<file path="src/rtl/arm_mem_pkg.sv">
// Shared types, default geometry and address checks for the MEM-stage data-memory initiator.
package arm_mem_pkg;

  typedef enum logic [1:0] {
    StIdle,
    StReq,
    StDone
  } mau_state_e;

  localparam int unsigned BaseAddrDefault   = 1024;
  localparam int unsigned DepthWordsDefault = 4096;
  localparam int unsigned TimeoutDefault    = 15;

  // Legal means word aligned and inside [base, base + 4*depth_words).
  function automatic logic addr_legal(input logic [31:0] addr,
                                      input logic [31:0] base,
                                      input int unsigned depth_words);
    logic [33:0] end_addr;
    end_addr = 34'(base) + (34'(depth_words) << 2);
    return (addr >= base) && (34'(addr) < end_addr) && (addr[1:0] == 2'b00);
  endfunction

endpackage

</file>
<file path="src/rtl/mem_access_unit_if.sv">
// Pipeline-side and SRAM-side signals of the memory access unit, bundled with directional views.
interface mem_access_unit_if #(
  parameter int unsigned AddrWidth = 12
);
  logic                 mem_r_en;
  logic                 mem_w_en;
  logic [31:0]          alu_result;
  logic [31:0]          val_rm;
  logic                 freeze;
  logic [31:0]          mem_result;
  logic                 err;
  logic                 sram_req;
  logic                 sram_we;
  logic [AddrWidth-1:0] sram_addr;
  logic [31:0]          sram_wdata;
  logic                 sram_ack;
  logic [31:0]          sram_rdata;

  modport master (
    input  mem_r_en, mem_w_en, alu_result, val_rm, sram_ack, sram_rdata,
    output freeze, mem_result, err, sram_req, sram_we, sram_addr, sram_wdata
  );

  modport slave (
    output mem_r_en, mem_w_en, alu_result, val_rm, sram_ack, sram_rdata,
    input  freeze, mem_result, err, sram_req, sram_we, sram_addr, sram_wdata
  );
endinterface

</file>
<file path="src/rtl/mem_timeout_counter.sv">
// Cycle counter bounding how long an SRAM request may wait for its acknowledge.
module mem_timeout_counter #(
  parameter int unsigned TIMEOUT = 15
) (
  input  logic clk,
  input  logic rst,
  input  logic clear,
  input  logic enable,
  output logic expired
);

  localparam int unsigned CntW = (TIMEOUT > 1) ? $clog2(TIMEOUT) : 1;

  logic [CntW-1:0] count_q, count_d;

  assign expired = (count_q == CntW'(TIMEOUT - 1));

  // Saturates at the expiry value so the flag stays stable until cleared.
  always_comb begin
    count_d = count_q;
    if (clear) begin
      count_d = '0;
    end else if (enable && !expired) begin
      count_d = count_q + 1'b1;
    end
  end

  always_ff @(posedge clk) begin
    if (!rst) begin
      count_q <= '0;
    end else begin
      count_q <= count_d;
    end
  end

endmodule

</file>
<file path="src/rtl/mem_access_unit.sv">
// MEM-stage initiator: turns pipeline loads/stores into held, word-indexed SRAM requests,
// freezes the pipeline while waiting, and flags illegal or timed-out accesses.
module mem_access_unit
  import arm_mem_pkg::*;
#(
  parameter int unsigned BASE_ADDR   = BaseAddrDefault,
  parameter int unsigned DEPTH_WORDS = DepthWordsDefault,
  parameter int unsigned TIMEOUT     = TimeoutDefault
) (
  input logic              clk,
  input logic              rst,
  mem_access_unit_if.master bus
);

  localparam int unsigned AW = $clog2(DEPTH_WORDS);

  mau_state_e state_q, state_d;

  logic          sram_req_q, sram_req_d;
  logic          sram_we_q, sram_we_d;
  logic [AW-1:0] sram_addr_q, sram_addr_d;
  logic [31:0]   sram_wdata_q, sram_wdata_d;
  logic [31:0]   mem_result_q, mem_result_d;
  logic          err_q, err_d;

  logic          req_present;
  logic          req_legal;
  logic [AW-1:0] word_idx;
  logic          cnt_clear;
  logic          cnt_enable;
  logic          cnt_expired;

  assign req_present = bus.mem_r_en | bus.mem_w_en;
  assign req_legal   = addr_legal(bus.alu_result, BASE_ADDR, DEPTH_WORDS);
  assign word_idx    = AW'((bus.alu_result - BASE_ADDR) >> 2);

  assign cnt_clear  = (state_q == StIdle);
  assign cnt_enable = (state_q == StReq) && !bus.sram_ack;

  mem_timeout_counter #(
    .TIMEOUT (TIMEOUT)
  ) u_timeout (
    .clk     (clk),
    .rst     (rst),
    .clear   (cnt_clear),
    .enable  (cnt_enable),
    .expired (cnt_expired)
  );

  always_comb begin
    state_d      = state_q;
    sram_req_d   = sram_req_q;
    sram_we_d    = sram_we_q;
    sram_addr_d  = sram_addr_q;
    sram_wdata_d = sram_wdata_q;
    mem_result_d = mem_result_q;
    err_d        = err_q;

    unique case (state_q)
      StIdle: begin
        if (req_present) begin
          if (req_legal) begin
            state_d      = StReq;
            sram_req_d   = 1'b1;
            sram_we_d    = bus.mem_w_en;
            sram_addr_d  = word_idx;
            sram_wdata_d = bus.val_rm;
            // Conflicting enables still issue the write but are reported.
            if (bus.mem_r_en && bus.mem_w_en) begin
              err_d = 1'b1;
            end
          end else begin
            err_d = 1'b1;
          end
        end
      end
      StReq: begin
        // An ack on the expiry cycle wins over the timeout.
        if (bus.sram_ack) begin
          state_d    = StDone;
          sram_req_d = 1'b0;
          if (!sram_we_q) begin
            mem_result_d = bus.sram_rdata;
          end
        end else if (cnt_expired) begin
          state_d    = StDone;
          sram_req_d = 1'b0;
          err_d      = 1'b1;
          if (!sram_we_q) begin
            mem_result_d = '0;
          end
        end
      end
      StDone: begin
        state_d = StIdle;
      end
      default: begin
        state_d = StIdle;
      end
    endcase
  end

  always_ff @(posedge clk) begin
    if (!rst) begin
      state_q      <= StIdle;
      sram_req_q   <= 1'b0;
      sram_we_q    <= 1'b0;
      sram_addr_q  <= '0;
      sram_wdata_q <= '0;
      mem_result_q <= '0;
      err_q        <= 1'b0;
    end else begin
      state_q      <= state_d;
      sram_req_q   <= sram_req_d;
      sram_we_q    <= sram_we_d;
      sram_addr_q  <= sram_addr_d;
      sram_wdata_q <= sram_wdata_d;
      mem_result_q <= mem_result_d;
      err_q        <= err_d;
    end
  end

  assign bus.freeze     = rst & (((state_q == StIdle) & req_present & req_legal) |
                                 (state_q == StReq));
  assign bus.sram_req   = sram_req_q;
  assign bus.sram_we    = sram_we_q;
  assign bus.sram_addr  = sram_addr_q;
  assign bus.sram_wdata = sram_wdata_q;
  assign bus.mem_result = mem_result_q;
  assign bus.err        = err_q;

endmodule

</file>
<file path="src/flat_wrapper.sv">
// flat-port wrapper written by rule: the top's interface ports become plain ports
module mem_access_unit_flat import arm_mem_pkg::*;
#(
  parameter int unsigned BASE_ADDR   = BaseAddrDefault,
  parameter int unsigned DEPTH_WORDS = DepthWordsDefault,
  parameter int unsigned TIMEOUT     = TimeoutDefault
)
  (clk, rst, bus_mem_r_en, bus_mem_w_en, bus_alu_result, bus_val_rm, bus_sram_ack, bus_sram_rdata, bus_freeze, bus_mem_result, bus_err, bus_sram_req, bus_sram_we, bus_sram_addr, bus_sram_wdata);
  mem_access_unit_if bus_i ();
  input logic clk;
  input logic rst;
  input wire logic [$bits(bus_i.mem_r_en)-1:0] bus_mem_r_en;
  input wire logic [$bits(bus_i.mem_w_en)-1:0] bus_mem_w_en;
  input wire logic [$bits(bus_i.alu_result)-1:0] bus_alu_result;
  input wire logic [$bits(bus_i.val_rm)-1:0] bus_val_rm;
  input wire logic [$bits(bus_i.sram_ack)-1:0] bus_sram_ack;
  input wire logic [$bits(bus_i.sram_rdata)-1:0] bus_sram_rdata;
  output wire logic [$bits(bus_i.freeze)-1:0] bus_freeze;
  output wire logic [$bits(bus_i.mem_result)-1:0] bus_mem_result;
  output wire logic [$bits(bus_i.err)-1:0] bus_err;
  output wire logic [$bits(bus_i.sram_req)-1:0] bus_sram_req;
  output wire logic [$bits(bus_i.sram_we)-1:0] bus_sram_we;
  output wire logic [$bits(bus_i.sram_addr)-1:0] bus_sram_addr;
  output wire logic [$bits(bus_i.sram_wdata)-1:0] bus_sram_wdata;
  assign bus_i.mem_r_en = bus_mem_r_en;
  assign bus_i.mem_w_en = bus_mem_w_en;
  assign bus_i.alu_result = bus_alu_result;
  assign bus_i.val_rm = bus_val_rm;
  assign bus_i.sram_ack = bus_sram_ack;
  assign bus_i.sram_rdata = bus_sram_rdata;
  assign bus_freeze = bus_i.freeze;
  assign bus_mem_result = bus_i.mem_result;
  assign bus_err = bus_i.err;
  assign bus_sram_req = bus_i.sram_req;
  assign bus_sram_we = bus_i.sram_we;
  assign bus_sram_addr = bus_i.sram_addr;
  assign bus_sram_wdata = bus_i.sram_wdata;
  mem_access_unit #(.BASE_ADDR(BASE_ADDR), .DEPTH_WORDS(DEPTH_WORDS), .TIMEOUT(TIMEOUT)) u_core (.clk(clk), .rst(rst), .bus(bus_i));
endmodule
</file>
<file path="config.mk">
export PLATFORM = sky130hd
export DESIGN_NAME = mem_access_unit_flat
export DESIGN_NICKNAME = d
export VERILOG_FILES = /design/src/rtl/arm_mem_pkg.sv /design/src/rtl/mem_access_unit_if.sv /design/src/rtl/mem_timeout_counter.sv /design/src/rtl/mem_access_unit.sv /design/src/flat_wrapper.sv
export SDC_FILE = /design/constraint.sdc
export NUM_CORES = 1
export LEC_CHECK = 0
export ABC_CLOCK_PERIOD_IN_PS = 5300
export CORE_ASPECT_RATIO = 1.4
export CORE_MARGIN = 2
export CORE_UTILIZATION = 40
export DETAILED_ROUTE_END_ITERATION = 10
export PLACE_DENSITY_LB_ADDON = 0.05
export SYNTH_ARGS = -nofsm -noshare
export SYNTH_HDL_FRONTEND = slang
export SYNTH_HIERARCHICAL = 1
export SYNTH_SLANG_ARGS = --single-unit
</file>
<file path="constraint.sdc">
create_clock -name clk -period 5.3 [get_ports clk]
set_clock_uncertainty 0.2 [all_clocks]
set_input_delay 1.59 -clock clk [delete_from_list [all_inputs] [get_ports clk]]
set_output_delay 1.59 -clock clk [all_outputs]
set_load 0.03 [all_outputs]
</file>
==> impl_metrics.py, run 1 <==
metrics = {
    "critical_path": {
        "r2r_start": "u_core/u_timeout/count_q[0]$_SDFFE_PP0P_",
        "r2r_cells": 8,
        "rrSetupSlack_ns": 2.75,
        "cp-end-kind": "primary output",
        "criticalPathCategory": "input port to primary output",
        "cpLargestDelayFamily": "compound AO/OA/AOI/OAI gates",
        "crit_slowest_cell": "or4_1",
        "cp.required_ns": 3.51,
        "crit_chain": "clkdlybuf4s50_1 > or4_1 > a211o_1 > a2111oi_4 > o21a_2 > buf_6",
        "crit_buf_inv": 2,
        "cp-start-kind": "input port",
        "crit_start": "bus_alu_result[29]",
        "cp.arrival_ns": 3.41,
        "reg2reg_to": "u_core/bus.mem_result[19]$_SDFFE_PN0P_",
        "critical-path-max-stage-delay_ns": 0.52,
        "cp_max_fo": 2,
    },
    "layout": {
        "nNetsFinal": 682,
        "area_delta_synth_final_pct": 61.1,
        "fin_area_mm2": 0.00563,
        "fill_cells": 716,
        "layout-drive-gt1-share_pct": 5.53,
        "fin_cells": 684,
        "antenna_cells": 0,
    },
    "placed_design": {
        "hpwlAfterDp_mm": 6.74,
        "pre_cts_ws_ns": -0.190,
        "place_inst": 670,
        "place.gp.congestion": 0.839,
        "io_buffers": 180,
        "place_area_mm2": 0.00535,
    },
    "timing": {
        "slew_violations": 0,
        "tightest_slew_ns": 1.05,
        "post-route-period-util_pct": 98.1,
        "worst_slack_ns": 0.0993,
        "setup_viol": 0,
        "clock.fmax_mhz": 192,
        "fin_crit_ns": 5.20,
        "relSlewSlack_pct": 29.8,
        "grt_setup_unrepaired": "false",
        "final_hold_viol_count": 0,
        "hold_ws_ns": 0.247,
    },
    "outcome": {
        "status": "finished clean",
    },
    "clocking": {
        "clk-insertion-delay-late_ns": 0.33,
        "cts_buffers": 9,
        "ctsRootBufferMaster": "clkbuf_16",
        "hold_buffers": 0,
        "htree_num_levels": 3,
        "cts_sinks": 85,
        "path_clk_slew_ns": 0.05,
        "clock_path_buffers": 2,
        "cts_tree": "yes",
    },
    "drt": {
        "vias_per_cell": 5.01,
        "firstDrtPassIters": 4,
        "routed_wl_mm": 9.41,
        "drc": 0,
        "wl_per_cell_um": 13.8,
        "route.vias.total": 3430,
        "postRouteAntennaNets": 0,
        "drtIter0Drc": 129,
    },
    "global_route": {
        "grt.busiest_layer": "met2",
        "gr-usage-met2_pct": 33.1,
        "grt_first_pass_wirelength_mm": 15.1,
        "grt_overflow": 0,
        "grt_usage_pct": 19.6,
        "antenna_found_initial": 0,
        "use_met1_pct": 22.2,
        "grt_pass1_vias": 3210,
        "globalRouteMet3Util_pct": 8.07,
        "grt_max_degree": 96,
    },
    "floorplan": {
        "dieHeight_um": 115,
        "die_w_um": 83.0,
        "core_mm2": 0.00856,
        "io_pins": 181,
        "fp-row-count": 40,
        "die-area_mm2": 0.00952,
        "initial_core_util_pct": 40.9,
    },
    "hold_path": {
        "hold_end": "u_core/bus.mem_result[30]$_SDFFE_PN0P_",
        "min_from": "u_core/bus.mem_result[30]$_SDFFE_PN0P_",
        "hold_class": "flop to flop",
        "hold_path_depth": 2,
    },
    "pwr": {
        "ir_drop_mv": 0.174,
        "power_density_mw_per_mm2": 238,
        "leakagePower_uw": 0.00194,
        "total_power_uw": 1340,
    },
    "synth": {
        "synth-warning-count": 6,
        "synth_edf_count": 0,
        "syn_area_per_cell_um2": 8.62,
        "synthXorXnorAreaFrac_pct": 0.501,
        "ys_top_cells_by_count": "nand2_1, dfxtp_1, mux2i_1",
        "synth_top_area_share_pct": 48.6,
        "synth_cells": 406,
        "synth_ff_type": "dfxtp_1",
        "synth_area_leaders": "dfxtp_1, nand2_1, mux2i_1",
        "syn_area_mm2": 0.00350,
        "synth.distinct_cells": 33,
        "ys_seq_area_share_pct": 48.6,
        "synth_top_family_by_area": "simple AND/OR/NAND/NOR gates",
        "synthSimpleGateAreaFrac_pct": 23.2,
        "synth.most_common_cell": "nand2_1",
        "async_reset_ff_share_pct": 0,
        "synth.area.mux_share_pct": 12.6,
        "synth_fa_ha_area_share_pct": 1.43,
        "syn_nets": 511,
        "synth-seq-cells": 85,
        "synth_top_area_cell": "dfxtp_1",
        "synth_compound_gate_area_share_pct": 8.91,
    },
    "run": {
        "cap_viol_max_count": 0,
    },
}
## repair_timing
action,4_1_cts,5_1_grt
gates cloned,0,0
pin swaps,4,1
resized for setup,6,0
setup buffers,1,0
endpoints found under the setup margin,1,1
hold endpoints to repair,0,0
## layout make-up
cell class,count,area (µm²),share of cell area [%]
inverter,7,26.3,0.466
timing repair buffer,189,1860,33.1
clock buffer,10,229,4.06
clock inverter,3,40.0,0.711
multi-input combinational,285,1640,29.2
tap,105,131,2.33
sequential,85,1700,30.2
## cell usage in the layout (no fill, tap or decap), types with 2 or more instances in the layout
master,netlist,routed
dlygate4sd2_1,0,2
clkbuf_16,0,9
o21a_1,5,4
a21oi_1,35,35
nor3_2,1,2
nand2b_1,3,3
xor2_1,2,2
nor2_1,3,3
nand2_1,121,121
clkdlybuf4s50_1,0,176
inv_1,7,6
nor3_1,8,7
a211oi_1,4,4
dfxtp_1,85,85
clkinv_2,0,2
ha_1,4,3
nor4_1,4,4
nand3_1,34,34
mux2i_1,44,44
or4_1,2,2
buf_4,2,9
nand4_1,2,2
## registers in the layout, indices dropped and copies added, names as in the netlist
| signal | cells |
|---|---|
| u_core/bus.mem_result | 32 |
| u_core/bus.sram_wdata | 32 |
| u_core/bus.sram_addr | 12 |
| u_core/u_timeout/count_q | 4 |
| u_core/state_q | 2 |
| u_core/bus.err | 1 |
| u_core/bus.sram_req | 1 |
| u_core/bus.sram_we | 1 |
## metal layers
| metal | part of all wire [%] | vias up | wire [µm] |
|---|---|---|---|
| met4 | 2.0 | 0 | 188 |
| met1 | 40 | 1562 | 3800 |
| li1 | - | 1713 | - |
| met5 | 0 | - | 0 |
| met3 | 9.0 | 14 | 850 |
| met2 | 49 | 141 | 4570 |
## metrics by stage
step	util (%)	TNS [ns]
5_1_grt	65.8	0
2_1_floorplan	-	0
3_3_place_gp	62.5	-0.170
6_report	65.8	0
4_1_cts	65.8	0
3_5_place_dp	62.5	-0.190
## report_power, final
group	internal, µW	switching (µW)
combinational	75.5	42.1
clock	355	228
sequential	640	0.440
total	1070	271
## worst max-delay path by stage
stage            endpoint  slack (ns)  depth (start not counted)
2_1_floorplan  bus_freeze        0.06                          8
5_1_grt        bus_freeze        0.04                          6
3_5_place_dp   bus_freeze       -0.19                          8
3_3_place_gp   bus_freeze       -0.17                          8
6_report       bus_freeze         0.1                          6
4_1_cts        bus_freeze        0.02                          6
## worst min-delay path: cells and delay by family (launching register included)
family	cells	cell delay [ns]
AO/OA/AOI/OAI	1	0.05
AND/OR/NAND/NOR	1	0.05
flip-flops	1	0.30
## kinds of logic after synthesis
logic type	after synthesis
compound gates	50
xor+xnor	2
mux	44
simple gates	185
fa+ha+maj	4
flops	85
buf+inv	36
No activity file was read; power rests on OpenSTA's default activity.
==> run 2: changes to the inputs <==
Settings changed: SYNTH_HIERARCHICAL 1 to unset.
==> run 2 against run 1 <==
  * Total power increased by 2.2%
  * Combinational power increased by 19%
  * Sequential power is essentially flat
  * Global-route usage rose by 1.9 points
  * Non-clock buffer count up 29
  * Largest cell class unchanged
  * Highest routed layer unchanged
==> impl_metrics.py, run 2 <==
metrics = {
    "floorplan": {
        "core_mm2": 0.00866,
        "initial_core_util_pct": 41.5,
        "die_w_um": 84.1,
        "die-area_mm2": 0.00976,
        "fp-row-count": 40,
        "dieHeight_um": 116,
        "io_pins": 181,
    },
    "synth": {
        "syn_area_mm2": 0.00359,
        "synth_top_family_by_area": "simple AND/OR/NAND/NOR gates",
        "synth_fa_ha_area_share_pct": 1.39,
        "synth.distinct_cells": 34,
        "syn_area_per_cell_um2": 8.91,
        "synth_area_leaders": "dfxtp_1, nand2_1, mux2i_1",
        "synth_edf_count": 0,
        "async_reset_ff_share_pct": 0,
        "synthXorXnorAreaFrac_pct": 1.22,
        "synth_top_area_share_pct": 47.4,
        "synth-seq-cells": 85,
        "synthSimpleGateAreaFrac_pct": 22.5,
        "syn_nets": 508,
        "synth-warning-count": 0,
        "synth.area.mux_share_pct": 12.5,
        "synth_top_area_cell": "dfxtp_1",
        "synth.most_common_cell": "nand2_1",
        "ys_top_cells_by_count": "nand2_1, dfxtp_1, mux2i_1",
        "ys_seq_area_share_pct": 47.4,
        "synth_compound_gate_area_share_pct": 9.54,
        "synth_ff_type": "dfxtp_1",
        "synth_cells": 403,
    },
    "timing": {
        "final_hold_viol_count": 0,
        "slew_violations": 0,
        "clock.fmax_mhz": 191,
        "post-route-period-util_pct": 98.8,
        "hold_ws_ns": 0.249,
        "relSlewSlack_pct": 23.5,
        "tightest_slew_ns": 1.15,
        "setup_viol": 0,
        "fin_crit_ns": 5.23,
    },
    "drt": {
        "firstDrtPassIters": 4,
        "top_layer": "met4",
        "drc": 0,
        "wl_met2_mm": 5.55,
        "routed_wl_mm": 10.8,
        "wl_per_cell_um": 15.1,
        "postRouteAntennaNets": 0,
        "met3_length_um": 876,
        "route.vias.total": 3545,
        "drtIter0Drc": 130,
        "wl_met1_mm": 3.92,
        "vias_per_cell": 4.99,
    },
    "layout": {
        "multi_input_area_mm2": 0.00173,
        "final_cell_mix": "clkdlybuf4s50_1, nand2_1, dfxtp_1",
        "layout_commonest_cell": "clkdlybuf4s50_1",
        "antenna_cells": 0,
        "fin_area_mm2": 0.00594,
        "fill_cells": 721,
        "area_delta_synth_final_pct": 65.3,
        "layout-drive-gt1-share_pct": 10.9,
        "register_area_mm2": 0.00170,
        "nNetsFinal": 707,
    },
    "pwr": {
        "leakagePower_uw": 0.00251,
        "power_density_mw_per_mm2": 231,
        "ir_drop_mv": 0.170,
    },
    "placed_design": {
        "place.gp.congestion": 0.759,
        "place_area_mm2": 0.00543,
        "io_buffers": 180,
        "hpwlAfterDp_mm": 6.87,
    },
    "global_route": {
        "grt_usage_pct": 21.5,
        "antenna_found_initial": 0,
        "grt_max_degree": 128,
        "grt_overflow": 0,
        "grt_pass1_vias": 3515,
        "grt_first_pass_wirelength_mm": 16.6,
    },
    "outcome": {
        "status": "finished clean",
    },
    "critical_path": {
        "criticalPathCategory": "input port to primary output",
        "crit_chain": "clkdlybuf4s15_1 > inv_2 > ha_4 > or3b_4 > a211o_1 > a211oi_4 > a21oi_2 > nor3b_2 > buf_4",
        "crit_buf_inv": 3,
        "cp_max_fo": 2,
        "cp.arrival_ns": 3.44,
        "cp-start-kind": "input port",
        "crit_slowest_cell": "or3b_4",
        "critical-path-max-stage-delay_ns": 0.37,
        "cpLargestDelayFamily": "compound AO/OA/AOI/OAI gates",
        "cp-end-kind": "primary output",
        "cp.required_ns": 3.51,
    },
    "clocking": {
        "cts_sinks": 85,
        "cts_buffers": 9,
        "ctsRootBufferMaster": "clkbuf_16",
        "clock_path_buffers": 2,
        "cts_tree": "yes",
        "hold_buffers": 0,
        "path_clk_slew_ns": 0.06,
        "htree_num_levels": 3,
        "clk-insertion-delay-late_ns": 0.33,
    },
    "run": {
        "cap_viol_max_count": 0,
    },
    "hold_path": {
        "hold_class": "flop to flop",
    },
}
[run 2: cell types whose count changed after synthesis, sizes merged, moves of 3 or more]
cell,delta
nor2,+4
a31oi,+3
inv,-4
a21boi,+32
o21a,-5
a21oi,-33
nor3,-5
[run 2: metal layers]
layer  vias to the layer above  track usage, %
met5                         -               0
met1                      1639            22.3
li1                       1751               -
met4                         0            12.2
met3                        26            7.07
met2                       129            38.1
[run 2: where the power goes]
group / leakage, µW / switching, µW / internal (µW) / total, µW
Combinational: 0.00169 / 48.6 / 92.0 / 141
Sequential: 0.000685 / 0.394 / 639 / 640
Clock: 0.000139 / 237 / 353 / 590
[run 2: path summary, 6_finish.rpt]
check / from / to / slack (ns) / depth (start not counted)
worst max-delay path: bus_alu_result[11] / bus_freeze / 0.07 / 9
worst min-delay path: u_core.bus.mem_result[11]$_SDFFE_PN0P_ / u_core.bus.mem_result[11]$_SDFFE_PN0P_ / 0.25 / 2
worst max register to register: u_core.u_timeout.count_q[0]$_SDFFE_PP0P_ / u_core.bus.mem_result[12]$_SDFFE_PN0P_ / 2.78 / 6
worst min register to register: u_core.bus.mem_result[11]$_SDFFE_PN0P_ / u_core.bus.mem_result[11]$_SDFFE_PN0P_ / 0.25 / 2
[run 2: cells by family (layout without fill, tap and decap cells)]
group / Yosys count / in the layout
and+or+nand+nor: 186 / 186
DFF: 85 / 85
AOI/OAI and AO/OA: 45 / 45
muxes: 45 / 45
buffers and inverters: 33 / 236
xor gates and xnor gates: 5 / 5
adders and majority gates: 4 / 4
[run 2: metrics by stage]
step                cells  worst slack [ns]  utilization, %  setup TNS, ns  total power [µW]
global route          711           -0.0167            68.6        -0.0167              1420
global placement      669            -0.201            62.7         -0.201               775
detailed placement    669            -0.239            62.7         -0.239               776
floorplan             403             0.146               -              0               688
CTS                   711          0.000183            68.3              0              1380
finish                711            0.0658            68.6              0              1370
[run 2: area by class of cell]
class / instances / area share (%)
sequential: 85 / 28.7
timing repair buffer: 218 / 35.1
multi-input combinational: 285 / 29.1
tap: 105 / 2.21
clock inverter: 1 / 0.0843
clock buffer: 14 / 4.62
inverter: 3 / 0.190
[run 2: repair_timing]
action	4_1_cts	5_1_grt
hold endpoints to repair	0	0
resized for setup	12	11
pin swaps	6	5
buffers inserted	27	0
endpoints found under the setup margin	1	2
[run 2: worst register-to-register path: stages (launching register included)]
cell and delay, ns:
dfxtp_1 0.40, inv_1 0.06, ha_1 0.21, a31oi_1 0.35, or3_1 0.92, nand2_1 0.15
a21boi_1 0.17
==> run 3: changes to the inputs <==
Settings changed: SYNTH_HIERARCHICAL set to 1.
==> results of run 3 <==
Same layout as run 1: the final DEF is identical, and so are final timing and power.
